### config.mk
export PLATFORM = sky130hd
export DESIGN_NAME = lsu_mem_ctrl
export DESIGN_NICKNAME = d
export VERILOG_FILES = /design/src/rtl/lsu_mem_ctrl.sv
export SDC_FILE = /design/constraint.sdc
export NUM_CORES = 1
export LEC_CHECK = 0
export CORE_ASPECT_RATIO = 0.6
export CORE_MARGIN = 5
export CORE_UTILIZATION = 40
export CTS_BUF_LIST = sky130_fd_sc_hd__clkbuf_4 sky130_fd_sc_hd__clkbuf_8 sky130_fd_sc_hd__clkbuf_16
export CTS_CLUSTER_SIZE = 14
export DETAILED_ROUTE_END_ITERATION = 6
export PLACE_DENSITY = 0.75
export REMOVE_ABC_BUFFERS = 1
export SLEW_MARGIN = 20
export SYNTH_ARGS = -nofsm -noshare
export SYNTH_HDL_FRONTEND = slang
export SYNTH_SLANG_ARGS = --single-unit
### constraint.sdc
create_clock -name clk -period 3.98 [get_ports clk]
set_input_delay 1.194 -clock clk [delete_from_list [all_inputs] [get_ports clk]]
set_output_delay 1.194 -clock clk [all_outputs]
set_load 0.03 [all_outputs]
### src/rtl/lsu_mem_ctrl.sv
// ---------------------------------------------------------------------------
// lsu_mem_ctrl
// Execute-stage load/store unit. Accepts one MEM instruction from dispatch and
// runs a single transaction on a valid/ready data bus. Returned load data is
// aligned and extended, then delivered as a one-cycle register writeback.
// Dispatch is stalled while the instruction is outstanding. A flush either
// cancels the request before the bus sees it, or lets the response drain
// silently.
// ---------------------------------------------------------------------------
module lsu_mem_ctrl #(
  parameter int BUS_AW = 32,
  parameter int BUS_DW = 32   // load extraction assumes a 32-bit word
) (
  input  logic              clk,
  input  logic              rst_n,

  // Dispatch MEM request
  input  logic              req_mem_i,
  input  logic              mem_op_lb_i,
  input  logic              mem_op_lh_i,
  input  logic              mem_op_lw_i,
  input  logic              mem_op_lbu_i,
  input  logic              mem_op_lhu_i,
  input  logic              mem_op_load_i,
  input  logic              mem_op_store_i,
  input  logic [31:0]       mem_addr_i,
  input  logic [3:0]        mem_wmask_i,
  input  logic [31:0]       mem_wdata_i,
  input  logic [4:0]        rd_addr_i,
  input  logic              misaligned_load_i,
  input  logic              misaligned_store_i,
  input  logic              flush_i,
  output logic              stall_o,

  // Data bus request channel
  output logic              bus_req_valid_o,
  input  logic              bus_req_ready_i,
  output logic [BUS_AW-1:0] bus_addr_o,
  output logic              bus_we_o,
  output logic [3:0]        bus_wmask_o,
  output logic [BUS_DW-1:0] bus_wdata_o,

  // Data bus response channel
  input  logic              bus_rsp_valid_i,
  input  logic [BUS_DW-1:0] bus_rdata_i,
  input  logic              bus_rsp_err_i,

  // Register writeback
  output logic              wb_valid_o,
  output logic [4:0]        wb_rd_o,
  output logic [31:0]       wb_data_o,

  // Access fault report
  output logic              access_fault_o,
  output logic [31:0]       fault_addr_o,
  output logic              fault_is_store_o
);

  typedef enum logic [1:0] {
    ST_IDLE,   // waiting for an acceptable MEM instruction
    ST_REQ,    // request presented, waiting for ready
    ST_RESP,   // request accepted, waiting for the response
    ST_DRAIN   // flushed after handshake, swallow the response
  } state_e;

  typedef enum logic [1:0] {
    SZ_BYTE,
    SZ_HALF,
    SZ_WORD
  } size_e;

  // FSM state
  state_e state_q, state_d;

  // Transaction context captured on accept
  logic [31:0]       addr_q, addr_d;
  logic [4:0]        rd_q, rd_d;
  size_e             size_q, size_d;
  logic              signed_q, signed_d;

  // Registered bus request outputs
  logic              bus_req_valid_q, bus_req_valid_d;
  logic [BUS_AW-1:0] bus_addr_q, bus_addr_d;
  logic              bus_we_q, bus_we_d;
  logic [3:0]        bus_wmask_q, bus_wmask_d;
  logic [BUS_DW-1:0] bus_wdata_q, bus_wdata_d;

  // Registered writeback and fault outputs
  logic              wb_valid_q, wb_valid_d;
  logic [4:0]        wb_rd_q, wb_rd_d;
  logic [31:0]       wb_data_q, wb_data_d;
  logic              access_fault_q, access_fault_d;
  logic [31:0]       fault_addr_q, fault_addr_d;
  logic              fault_is_store_q, fault_is_store_d;

  // Decoded control
  logic              accept;
  logic              rsp_ok;
  logic [7:0]        ld_byte;
  logic [15:0]       ld_half;
  logic [31:0]       ld_data;
  size_e             req_size;

  // A MEM instruction is taken only from IDLE, when well-formed and not flushed.
  assign accept = (state_q == ST_IDLE) & req_mem_i
                & (mem_op_load_i | mem_op_store_i)
                & ~misaligned_load_i & ~misaligned_store_i & ~flush_i;

  // A response counts only when it completes a live (non-flushed) transaction.
  assign rsp_ok = (state_q == ST_RESP) & bus_rsp_valid_i & ~flush_i;

  // State register
  // NOTE: sequential state uses non-blocking assignments so every flop samples
  // the pre-edge values, independent of block ordering in simulation.
  always_ff @(posedge clk or negedge rst_n) begin
    if (!rst_n) begin
      state_q <= ST_IDLE;
    end else begin
      state_q <= state_d;
    end
  end

  // Next-state logic: flush and handshake priority within each state
  // NOTE: every variable assigned in always_comb gets a default first, so no
  // path leaves it unassigned and no latch is inferred.
  always_comb begin
    state_d = state_q;
    case (state_q)
      ST_IDLE: begin
        if (accept) state_d = ST_REQ;
      end
      ST_REQ: begin
        if (bus_req_ready_i) begin
          // Bus has taken the request; a flush now must still eat the response.
          state_d = flush_i ? ST_DRAIN : ST_RESP;
        end else if (flush_i) begin
          state_d = ST_IDLE;
        end
      end
      ST_RESP: begin
        // A response in the flush cycle closes the transaction directly.
        if (bus_rsp_valid_i)  state_d = ST_IDLE;
        else if (flush_i)     state_d = ST_DRAIN;
      end
      ST_DRAIN: begin
        if (bus_rsp_valid_i) state_d = ST_IDLE;
      end
      default: state_d = ST_IDLE;
    endcase
  end

  // Load type decode into access size and signedness
  always_comb begin
    req_size = SZ_WORD;
    if (mem_op_lb_i | mem_op_lbu_i)       req_size = SZ_BYTE;
    else if (mem_op_lh_i | mem_op_lhu_i)  req_size = SZ_HALF;
    else if (mem_op_lw_i)                 req_size = SZ_WORD;
  end

  // Load alignment and extension from the latched byte offset
  always_comb begin
    ld_byte = bus_rdata_i[7:0];
    case (addr_q[1:0])
      2'd0: ld_byte = bus_rdata_i[7:0];
      2'd1: ld_byte = bus_rdata_i[15:8];
      2'd2: ld_byte = bus_rdata_i[23:16];
      2'd3: ld_byte = bus_rdata_i[31:24];
      default: ld_byte = bus_rdata_i[7:0];
    endcase
    ld_half = addr_q[1] ? bus_rdata_i[31:16] : bus_rdata_i[15:0];
    case (size_q)
      SZ_BYTE: ld_data = {{24{signed_q & ld_byte[7]}}, ld_byte};
      SZ_HALF: ld_data = {{16{signed_q & ld_half[15]}}, ld_half};
      default: ld_data = bus_rdata_i[31:0];
    endcase
  end

  // Output logic: stall, registered bus request, writeback and fault pulses
  always_comb begin
    // Hold everything by default; pulses default low.
    addr_d           = addr_q;
    rd_d             = rd_q;
    size_d           = size_q;
    signed_d         = signed_q;
    bus_addr_d       = bus_addr_q;
    bus_we_d         = bus_we_q;
    bus_wmask_d      = bus_wmask_q;
    bus_wdata_d      = bus_wdata_q;
    wb_rd_d          = wb_rd_q;
    wb_data_d        = wb_data_q;
    fault_addr_d     = fault_addr_q;
    fault_is_store_d = fault_is_store_q;
    wb_valid_d       = 1'b0;
    access_fault_d   = 1'b0;

    // The request stays up exactly while the FSM sits in REQ.
    bus_req_valid_d = (state_d == ST_REQ);

    // Released in the response cycle so dispatch advances on the next edge.
    stall_o = accept
            | (state_q == ST_REQ)
            | (state_q == ST_DRAIN)
            | ((state_q == ST_RESP) & ~bus_rsp_valid_i);

    if (accept) begin
      addr_d      = mem_addr_i;
      rd_d        = rd_addr_i;
      size_d      = req_size;
      signed_d    = mem_op_lb_i | mem_op_lh_i;
      bus_addr_d  = BUS_AW'({mem_addr_i[31:2], 2'b00});
      bus_we_d    = mem_op_store_i;
      // Reads never carry byte enables.
      bus_wmask_d = mem_op_store_i ? mem_wmask_i : 4'b0000;
      bus_wdata_d = BUS_DW'(mem_wdata_i);
    end

    if (rsp_ok) begin
      if (bus_rsp_err_i) begin
        access_fault_d   = 1'b1;
        fault_addr_d     = addr_q;
        fault_is_store_d = bus_we_q;
      end else if (!bus_we_q) begin
        // rd=0 is still written back; the register file drops it.
        wb_valid_d = 1'b1;
        wb_rd_d    = rd_q;
        wb_data_d  = ld_data;
      end
    end
  end

  // Datapath and registered output flops
  always_ff @(posedge clk or negedge rst_n) begin
    if (!rst_n) begin
      addr_q           <= '0;
      rd_q             <= '0;
      size_q           <= SZ_WORD;
      signed_q         <= 1'b0;
      bus_req_valid_q  <= 1'b0;
      bus_addr_q       <= '0;
      bus_we_q         <= 1'b0;
      bus_wmask_q      <= '0;
      bus_wdata_q      <= '0;
      wb_valid_q       <= 1'b0;
      wb_rd_q          <= '0;
      wb_data_q        <= '0;
      access_fault_q   <= 1'b0;
      fault_addr_q     <= '0;
      fault_is_store_q <= 1'b0;
    end else begin
      addr_q           <= addr_d;
      rd_q             <= rd_d;
      size_q           <= size_d;
      signed_q         <= signed_d;
      bus_req_valid_q  <= bus_req_valid_d;
      bus_addr_q       <= bus_addr_d;
      bus_we_q         <= bus_we_d;
      bus_wmask_q      <= bus_wmask_d;
      bus_wdata_q      <= bus_wdata_d;
      wb_valid_q       <= wb_valid_d;
      wb_rd_q          <= wb_rd_d;
      wb_data_q        <= wb_data_d;
      access_fault_q   <= access_fault_d;
      fault_addr_q     <= fault_addr_d;
      fault_is_store_q <= fault_is_store_d;
    end
  end

  assign bus_req_valid_o  = bus_req_valid_q;
  assign bus_addr_o       = bus_addr_q;
  assign bus_we_o         = bus_we_q;
  assign bus_wmask_o      = bus_wmask_q;
  assign bus_wdata_o      = bus_wdata_q;
  assign wb_valid_o       = wb_valid_q;
  assign wb_rd_o          = wb_rd_q;
  assign wb_data_o        = wb_data_q;
  assign access_fault_o   = access_fault_q;
  assign fault_addr_o     = fault_addr_q;
  assign fault_is_store_o = fault_is_store_q;

endmodule

# After elaboration in Yosys (flattened, before gate mapping)

Index checks and enable logic that the tools add are counted.
W data, S select, Z words.

Register bits after elaboration: 182
Bits of input ports: 121
Output and inout bits: 143
Logic and storage cells: 71

Eq/ne operators: 8
Multiplexer cells: 19
Bitwise operators: 23
Reductions and logical operators: 5

Operators by type and width:

| operator             | number |
|---|---|
| $pmux W32 S2         | 1 |
| $pmux W8 S4          | 1 |
| $mux W16             | 1 |
| $mux W2              | 8 |
| $and A1 B1 Y1        | 10 |
| $eq A2 B1 Y1 const B | 4 |
| $eq A2 B2 Y1 const B | 4 |
| $pmux W2 S4          | 1 |
| $or A1 B1 Y1         | 7 |
| $logic_not A2 Y1     | 3 |
| $mux W1              | 6 |
| $not A1 Y1           | 6 |
| $mux W4              | 1 |
| $reduce_and A3 Y1    | 1 |
| $reduce_and A2 Y1    | 1 |

# Logic depth before layout (Yosys ltp)

Gate-level depths: netlist of run 1.

Depth in word-level cells: 9
Gate-level depth with buffers: 8
Gate-level depth less buffers: 5

# Worst setup path before layout of run 1

Ideal clock, no wire load.

Path kind: input-to-output
Start point: input mem_op_store_i
End point: output stall_o
Arrival time: 2194 ps
Data required time: 2786 ps
Setup slack: 592 ps
Stages on the path: 4
Buffers on the path: 2
Cells stage by stage: clkbuf_1 -> o211a_1 -> buf_4 -> or3_1

Longest elaborated chain between the ends: 8

Ends and longest elaborated chain:

| item                        | RTL line | source |
|---|---|---|
| start, declared             | 25       | `input logic mem_op_store_i,` |
| $or A1 B1 Y1                | 106      | `& (mem_op_load_i \| mem_op_store_i)` |
| $and A1 B1 Y1               | 106      |  |
| $and A1 B1 Y1 (3 in series) | 107      | `& ~misaligned_load_i & ~misaligned_store_i & ~flush_i;` |
| $or A1 B1 Y1                | 201      | `\| (state_q == ST_REQ)` |
| $or A1 B1 Y1                | 202      | `\| (state_q == ST_DRAIN)` |
| $or A1 B1 Y1                | 203      | `\| ((state_q == ST_RESP) & ~bus_rsp_valid_i);` |
| end, declared               | 33       | `output logic stall_o,` |

No other way between the ends.

# Final worst setup path of run 1

Start point: input misaligned_load_i
End point: output stall_o

Longest elaborated chain between the ends: 7

Ends and longest elaborated chain:

| item                        | RTL line | source |
|---|---|---|
| start, declared             | 30       | `input logic misaligned_load_i,` |
| $not A1 Y1                  | 107      |  |
| $and A1 B1 Y1 (3 in series) | 107      |  |
| $or A1 B1 Y1                | 201      |  |
| $or A1 B1 Y1                | 202      |  |
| $or A1 B1 Y1                | 203      |  |

No other way between the ends.

==> results of run 1 <==
## state kept, by name (all words and copies together), names as in the netlist
name,flops
fault_is_store_o,1
size_q,2
bus_req_valid_o,1
wb_rd_o,5
rd_q,5
bus_wmask_o,4
state_q,2
access_fault_o,1
bus_we_o,1
wb_data_o,32
signed_q,1
fault_addr_o,32
addr_q,32
wb_valid_o,1
bus_wdata_o,32
## placed cells by master, fill, tap and decap left out, types with 9 or more instances in the layout
master and count:
clkdlybuf4s50_1 258, dfrtp_1 151, nor2b_1 11, mux2_2 29, clkbuf_16 17, o21ai_0 19, nor2_1 22, a21oi_1 42
a22o_1 10, buf_4 9, nand2_1 246
## final cells by class
type                            instances  area, um^2
Sequential cell                       152        3800
Tap cell                              228         285
Fill cell                            1405        6510
Timing Repair Buffer                  269        2680
Multi-Input combinational cell        444        2370
Inverter                                5        18.8
Clock buffer                           19         453
Clock inverter                         13         136
## power groups by stage
stage / clock network [uW] / registers (uW) / logic (uW)
detailed placement: 0 / 2490 / 3130
floorplan: 0 / 3470 / 642
CTS: 1650 / 2470 / 3140
global route: 1720 / 2560 / 3310
finish: 1610 / 2470 / 3110
global placement: 0 / 2470 / 3110
## through the flow
step | cell area, um^2 | std cells
after global routing | 9750 | 1130
after global placement | 9160 | 1098
final | 9750 | 1130
after detailed placement | 9160 | 1098
after floorplan | 6180 | 601
after CTS | 9750 | 1130
## final timing paths
kind | end | slack, ns | depth (start not counted)
worst max register to register | wb_data_o[3] | 1.61 | 4
worst max-delay path | stall_o | 0.18 | 5
worst min register to register | bus_wmask_o[0] | 0.47 | 2
min in group asynchronous | addr_q[17] | 0.84 | 1
worst min-delay path | bus_wmask_o[0] | 0.47 | 2
max in group asynchronous | wb_data_o[6] | 2.33 | 2
## critical path: cells and delay by family
kind                   cells  cell delay, ns
buffers and inverters      2            0.61
and+or+nand+nor            2            0.57
AOI/OAI and AO/OA          1            0.24
## kinds of logic after synthesis
family / count (synthesis) / synth area share [%]
DFF: 152 / 57.4
other: 1 / 0.0566
muxes: 35 / 5.93
and+or+nand+nor: 304 / 19.3
AOI/OAI and AO/OA: 103 / 10.2
buffers and inverters: 77 / 7.14
## routing by layer
metal / GRT usage, % / vias to the layer above / wire (um)
li1: - / 2608 / -
met1: 27.4 / 2577 / 8560
met2: 31.5 / 191 / 8640
met3: 8.32 / 11 / 1950
met4: 3.89 / 0 / 79
met5: 0 / - / 0
==> results.yml, run 1 <==
global_route:
  grt_pass1_vias: 5597
  grt_use_total_pct: 20.3
  grt_first_pass_wirelength_um: 30900
  overflow: 0
  antenna_found_initial: 0
  grt_max_degree: 87
die:
  die_area_um2: 19300
  fp-row-count: 36
  chipHeight_um: 110
  ios: 264
  core_area_um2: 16300
  die_width_um: 176
  initial_core_util_pct: 40.8
job:
  maxCapViolCount: 0
clock_tree:
  cts_made_buffers: 17
  cts-root-buf: "clkbuf_16"
  clk_pin_slew_ns: 0.06
  htreeDepth: 4
  clockBufferDepth: 2
  cts_setup_buffers: 0
  cts_sinks: 152
  cts_resized: 0
  clk_latency_ns: 0.41
  holdBufCountCts: 0
  cts_tree: "done"
routing:
  drcViolationCount: 0
  via_per_inst: 4.77
  wl_per_cell_um: 17.0
  antenna_left: 0
  via_count: 5387
  wl_um: 19200
  drt_pass1_iterations: 5
  drtIter0Drc: 390
yosys:
  ys_ff_latch: 152
  synth_area_leader_cell: "dfrtp_1"
  yosys.area.top_type_share_pct: 57.0
  synth_commonest_cells: "246 x nand2_1, 151 x dfrtp_1, 42 x a21oi_1, 35 x buf_4, 29 x mux2_2"
  ys_warn_count: 0
  ys_seq_area_share_pct: 57.4
  syn_area_um2: 6630
  synthTopCellsByArea: "dfrtp_1 57%, nand2_1 14%, mux2_2 4.9%"
  syn-instance-count: 672
  async_flop_share_pct: 100
  synthFlopType: "dfrtp_1"
  avgSynthCellArea_um2: 9.86
  ys_types: 43
  synth.most_common_cell: "nand2_1"
  synth_edf_count: 0
timing:
  fin_crit_sh_pct: 95.5
  setup_violations: 0
  drv_slew: 0
  worst_slack_ns: 0.177
  fmax_mhz: 263
  worst_hold_slack_ns: 0.466
  final.setup_skew_ns: 0.0127
  setup_tns_ns: 0
  fin_crit_ns: 3.80
  relSlewSlack_pct: 38.7
  worst_pin_slew_ns: 0.920
  rsz0062_at_grt: "no"
  hold_violations: 0
layout:
  n_antenna_cell: 0
  synthToLayoutAreaGrowth_pct: 47.1
  drive_gt1_share_pct: 9.53
  fin_nets: 1010
  final_util_pct: 59.9
power_and_ir_drop:
  p_seq_share_pct: 34.4
  pwr-share-comb_pct: 43.2
  power_leakage_uw: 0.00459
  p_switching_uw: 2850
  total_power_uw: 7180
  p_int_uw: 4330
  ir_worst_vdd_mv: 0.307
  swShare_pct: 39.7
  power_density_nw_per_um2: 737
  power_frac_clock_pct: 22.4
critical_path:
  path_max_fanout: 2
  slowest_stage: "clkdlybuf4s50_1"
  cpPeakStageDelay_ns: 0.44
  arrival_ns: 2.61
  cp-start-kind: "primary input"
  worstSetupPathType: "in -> out"
  critPathLaunch: "misaligned_load_i"
  end_kind: "primary output"
  required_ns: 2.79
  rr_startpoint: "size_q[0]"
  critical_path.cell_chain: "clkdlybuf4s50_1 -> nor4b_4 -> o211a_4 -> or3_1 -> buf_4"
placed_design:
  port_buffers: 260
  routabilityCongestion: 0.791
  place_ws_ns: 0.171
  dp.final_hpwl_um: 13600
status:
  outcome: "complete, no violations"
min_path:
  worstHoldStart: "bus_wmask_o[0]"
  min_path_type: "reg -> reg"
(Power assumes the default switching activity.)
==> inputs of run 2 (changes only) <==
--- a/config.mk
+++ b/config.mk
@@ -13,7 +13,6 @@
 export DETAILED_ROUTE_END_ITERATION = 6
 export PLACE_DENSITY = 0.75
 export REMOVE_ABC_BUFFERS = 1
-export SLEW_MARGIN = 20
 export SYNTH_ARGS = -nofsm -noshare
 export SYNTH_HDL_FRONTEND = slang
 export SYNTH_SLANG_ARGS = --single-unit
==> results of run 2 <==
The final DEF is identical to that of run 1; final timing and power are the same.
